## src/rtl/div_seq.sv

```systemverilog
// Sequential 32-bit DIV/DIVU unit: restoring shift-subtract, one bit per cycle, IDLE/DIV/DONE FSM.
// Optional: define DIV_ZERO_FAST_EN to let a zero divisor skip the 32 iteration cycles.
module div_seq (
    input  logic        clk,
    input  logic        resetn,
    input  logic        start,
    input  logic        signed_div,
    input  logic [31:0] a,
    input  logic [31:0] b,
    input  logic        cancel,
    output logic        stall,
    output logic        done,
    output logic [63:0] divres,
    output logic        busy,
    output logic [1:0]  dbg_state
);

    typedef enum logic [1:0] {
        S_IDLE = 2'd0,
        S_DIV  = 2'd1,
        S_DONE = 2'd2
    } state_t;

    state_t      state_q, state_d;
    logic [4:0]  cnt_q, cnt_d;
    logic        sgn_q, sgn_d;
    logic        sa_q, sa_d;
    logic        sb_q, sb_d;
    logic [31:0] a_raw_q, a_raw_d;
    logic [31:0] b_mag_q, b_mag_d;
    logic [31:0] quo_q, quo_d;
    logic [32:0] rem_q, rem_d;
    logic [63:0] res_q, res_d;

    logic [31:0] a_mag, b_mag_in;
    logic [32:0] rem_sh;
    logic        rem_ge;
    logic [31:0] q_fix, r_fix;
    logic [63:0] result;

    // Magnitudes of the incoming operands; |0x80000000| still fits 32 unsigned bits.
    assign a_mag    = (signed_div && a[31]) ? (32'd0 - a) : a;
    assign b_mag_in = (signed_div && b[31]) ? (32'd0 - b) : b;

    // One restoring step: shift next dividend bit into a 33-bit partial remainder.
    assign rem_sh = {rem_q[31:0], quo_q[31]};
    assign rem_ge = (rem_sh >= {1'b0, b_mag_q});

    assign q_fix  = (sgn_q && (sa_q ^ sb_q)) ? (32'd0 - quo_q) : quo_q;
    assign r_fix  = (sgn_q && sa_q) ? (32'd0 - rem_q[31:0]) : rem_q[31:0];
    assign result = (b_mag_q == 32'd0) ? {a_raw_q, 32'hFFFF_FFFF} : {r_fix, q_fix};

    assign done      = (state_q == S_DONE) && !cancel;
    assign busy      = (state_q == S_DIV);
    assign stall     = start && !done && !cancel;
    assign divres    = done ? result : res_q;
    assign dbg_state = state_q;

    always_comb begin
        state_d = state_q;
        cnt_d   = cnt_q;
        sgn_d   = sgn_q;
        sa_d    = sa_q;
        sb_d    = sb_q;
        a_raw_d = a_raw_q;
        b_mag_d = b_mag_q;
        quo_d   = quo_q;
        rem_d   = rem_q;
        res_d   = done ? result : res_q;

        case (state_q)
            S_IDLE: begin
                if (start && !cancel) begin
                    sgn_d   = signed_div;
                    sa_d    = signed_div && a[31];
                    sb_d    = signed_div && b[31];
                    a_raw_d = a;
                    b_mag_d = b_mag_in;
                    quo_d   = a_mag;
                    rem_d   = 33'd0;
                    cnt_d   = 5'd0;
`ifdef DIV_ZERO_FAST_EN
                    state_d = (b == 32'd0) ? S_DONE : S_DIV;
`else
                    state_d = S_DIV;
`endif
                end
            end
            S_DIV: begin
                rem_d = rem_ge ? (rem_sh - {1'b0, b_mag_q}) : rem_sh;
                quo_d = {quo_q[30:0], rem_ge};
                cnt_d = cnt_q + 5'd1;
                if (cnt_q == 5'd31) begin
                    state_d = S_DONE;
                end
            end
            S_DONE: begin
                state_d = S_IDLE;
            end
            default: begin
                state_d = S_IDLE;
            end
        endcase

        // A flush abandons whatever is in flight, including a pending result.
        if (cancel) begin
            state_d = S_IDLE;
        end
    end

    always_ff @(posedge clk or negedge resetn) begin
        if (!resetn) begin
            state_q <= S_IDLE;
            cnt_q   <= 5'd0;
            sgn_q   <= 1'b0;
            sa_q    <= 1'b0;
            sb_q    <= 1'b0;
            a_raw_q <= 32'd0;
            b_mag_q <= 32'd0;
            quo_q   <= 32'd0;
            rem_q   <= 33'd0;
            res_q   <= 64'd0;
        end else begin
            state_q <= state_d;
            cnt_q   <= cnt_d;
            sgn_q   <= sgn_d;
            sa_q    <= sa_d;
            sb_q    <= sb_d;
            a_raw_q <= a_raw_d;
            b_mag_q <= b_mag_d;
            quo_q   <= quo_d;
            rem_q   <= rem_d;
            res_q   <= res_d;
        end
    end

endmodule

```

## config.mk

```make
export PLATFORM = sky130hd
export DESIGN_NAME = div_seq
export DESIGN_NICKNAME = d
export VERILOG_FILES = /design/src/rtl/div_seq.sv
export SDC_FILE = /design/constraint.sdc
export NUM_CORES = 1
export LEC_CHECK = 0
export CAP_MARGIN = 20
export CELL_PAD_IN_SITES_DETAIL_PLACEMENT = 0
export CELL_PAD_IN_SITES_GLOBAL_PLACEMENT = 2
export CORE_ASPECT_RATIO = 1.5
export CORE_UTILIZATION = 35
export CTS_CLUSTER_SIZE = 12
export DETAILED_ROUTE_END_ITERATION = 7
export PLACE_DENSITY = 0.81
export SYNTH_ARGS = -nofsm -noshare
export SYNTH_HDL_FRONTEND = slang
export SYNTH_SLANG_ARGS = --single-unit
```

## constraint.sdc

```tcl
create_clock -name clk -period 4.1 [get_ports clk]
set_input_delay 0.82 -clock clk [delete_from_list [all_inputs] [get_ports clk]]
set_output_delay 0.82 -clock clk [all_outputs]
set_load 0.02 [all_outputs]
```

==> results.json <==
{
  "ys_seq_area_share_pct": 40.0,
  "clock-sinks": 202,
  "num_rows": 84,
  "worst_slack_ps": 78.1,
  "grtUsageMet2_pct": 45.2,
  "whs_ps": 290,
  "die_h_um": 235,
  "synth_fa_ha_area_share_pct": 3.92,
  "cts_root_buf": "clkbuf_16",
  "firstDrtPassIters": 5,
  "remaining_drc_errors": 0,
  "r2r-start": "rem_q[19]$_DFFE_PN0P_",
  "clk_path_buf_depth": 3,
  "postCtsHoldBufs": 0,
  "via_per_inst": 5.38,
  "final_cell_mix": "nand2_1 (237), dfrtp_1 (201), o21ai_0 (161)",
  "worst_ep_arrival_time_ps": 3200,
  "vdd_ir_drop_max_uv": 326,
  "hpwlAfterDp_mm": 33.0,
  "yosysWarnings": 0,
  "grt_pass1_wl_mm": 66.4,
  "synth_compound_area_share_pct": 21.8,
  "synth_xor_area_share_pct": 9.97,
  "synth_top_family_by_area": "compound AO/OA/AOI/OAI gates",
  "tightest_slew_ps": 891,
  "syn_inst": 1500,
  "placed_cells": 2073,
  "p_leak_nw": 6.88,
  "cp_max_fo": 4,
  "r2r_end": "rem_q[12]$_DFFE_PN0P_",
  "synth.avg_cell_area_sq_um": 8.43,
  "final_util_pct": 44.0,
  "clkTransAtPathRegs_ps": 60,
  "num_io_pins": 138,
  "nFillCells": 3619,
  "grt_pass1_vias": 11500,
  "syn_nets": 1608,
  "grt_max_degree": 87,
  "grt-ovfl-total": 0,
  "muxShareOfSynthArea_pct": 1.42,
  "postRouteAntennaNets": 0,
  "slew_viol_final": 0,
  "final_layout_size_suffix_gt1_share_pct": 9.59,
  "fin_skew_ps": 9.73,
  "wl_per_cell_um": 20.1,
  "gr-usage-met3_pct": 2.40,
  "fin_cells": 2124,
  "startpoint": "rem_q[14]$_DFFE_PN0P_",
  "cts_inserted_buffers": 23,
  "io_buffers": 137,
  "met1_usage_pct": 25.3,
  "maxCapViolations": 0,
  "ys_ff_latch": 202,
  "dpl_worst_slack_ps": 97.4,
  "powerDensity_mw_per_mm2": 603,
  "fin_crit_ps": 4020,
  "hold_class": "in -> async",
  "die_w_um": 157,
  "synthesis.area_sq_mm": 0.0126,
  "ff2ff_setup_slack_ps": 560,
  "synth_edf_count": 0,
  "p_total_w": 0.00937,
  "synth_flop_cell": "dfrtp_1",
  "cts_tree": "done",
  "critical_path_required_ps": 3280,
  "drt_iter0_drc": 574,
  "synthArstFlopShare_pct": 100,
  "cp-end-kind": "primary output",
  "initial_core_util_pct": 35.8,
  "finalWirelength_mm": 42.6,
  "worstSkewPairLatency_ps": 530,
  "yosys.area_share.simple_pct": 18.5,
  "gp_congestion": 0.892,
  "synthDistinctLibCells": 70,
  "track_usage_pct": 23.3,
  "htreeDepth": 1,
  "syn2layout_area_growth_pct": 22.9,
  "setup_violations": 0,
  "rsz0062_at_grt": "yes",
  "hold_violations": 0,
  "critPathKind": "reg -> out",
  "nets": 1742,
  "grt-busiest-layer": "met2",
  "max_freq_ghz": 0.249,
  "die_area_sq_mm": 0.0369,
  "min_period_over_period_pct": 98.1,
  "critPathLaunchType": "register",
  "num_vias": 11400,
  "coreArea_sq_mm": 0.0353,
  "max_slew_margin_pct": 40.6,
  "ff2ff_path_depth": 10,
  "status": "finished, final reports clean",
  "final_common_cell": "nand2_1",
  "antenna_found_initial": 4
}
-- registers in the layout, indices dropped and copies added, names as in the netlist --
signal,flops
a_raw_q,32
sgn_q,1
b_mag_q,32
quo_q,32
sa_q,1
sb_q,1
rem_q,32
res_q,64
dbg_state,2
cnt_q,5
-- synth_stat cells (all sizes together), types with 3 or more instances --
cell type  instances  area (sq um)
a211oi            10          75.1
a21o               7          52.6
a21oi            109           546
a22oi             28           210
a31oi             21           131
a32o               5          50.1
a32oi             15           131
a41oi              4          35.0
and2              12          75.1
and3              13          81.3
buf                8          45.0
clkbuf            76           287
dfrtp            202          5050
ha                38           475
inv               58           218
mux2i             18           180
nand2            237           890
nand2b             7          43.8
nand3             18          90.1
nand3b             5          37.5
nand4             13          87.6
nor2             111           417
nor2b              3          18.8
nor3              20           100
nor3b              5          42.5
nor4              25           231
o211ai             4          30.0
o21a               3          22.5
o21ai            192           961
o21bai             5          37.5
o31ai             26           224
o41ai             11           111
or3                9          61.3
or4                8          71.3
xnor2             61           534
xor2              83           727
-- metrics by stage --
step           area, sq um  TNS (ps)
2_1_floorplan        12600         0
3_3_place_gp         14700         0
3_5_place_dp         14700         0
4_1_cts              15400     -5.91
5_1_grt              15500      -188
6_report             15500         0
-- layout make-up --
cell class,count,area [sq um],share of cell area [%]
Inverter,60,225,1.45
Timing Repair Buffer,193,1770,11.4
Clock buffer,30,642,4.13
Sequential cell,202,5060,32.5
Tap cell,473,592,3.81
Clock inverter,8,67.6,0.435
Antenna cell,4,10.0,0.0644
Multi-Input combinational cell,1154,7180,46.2
-- per-layer routing --
metal,vias to the layer above,share of wire [%]
met1,5571,38
li1,5573,-
met4,0,3.7
met5,-,0
met3,70,3.3
met2,215,55
-- worst max-delay path, stage by stage (launching register included) --
cell	delay, ps
dfrtp_1	380
or4_4	560
or4b_4	550
nor4_4	380
buf_4	180
buf_4	90
a21oi_1	60
xnor2_1	160
o21ai_1	150
buf_4	170
-- where the power goes --
part           leakage, nW  total, W  internal, W  switching (W)
registers             2.65   0.00287      0.00235       0.000521
logic                 3.88   0.00450      0.00183        0.00267
clock network        0.354   0.00200      0.00115       0.000842
total                 6.88   0.00937      0.00534        0.00404
-- how the worst max path moves through the flow --
stage,to,cells after the start
CTS,divres[53],7
global placement,divres[57],7
floorplan,divres[61],6
detailed placement,divres[59],7
finish,divres[63],9
global route,divres[63],9
-- cell families after synthesis --
logic type                 Yosys count
DFF                                202
AOI/OAI and AO/OA                  457
adders and majority gates           39
and+or+nand+nor                    496
buffers and inverters              144
muxes                               18
xor gates and xnor gates           144
-- repair_timing --
item | in CTS | in global routing
setup endpoints to repair | 58 | 42
cloned | 0 | 0
buffers inserted | 3 | 6
pin swaps | 6 | 11
resized for setup | 88 | 56
Note: power is estimated with default switching activity, not from simulation.
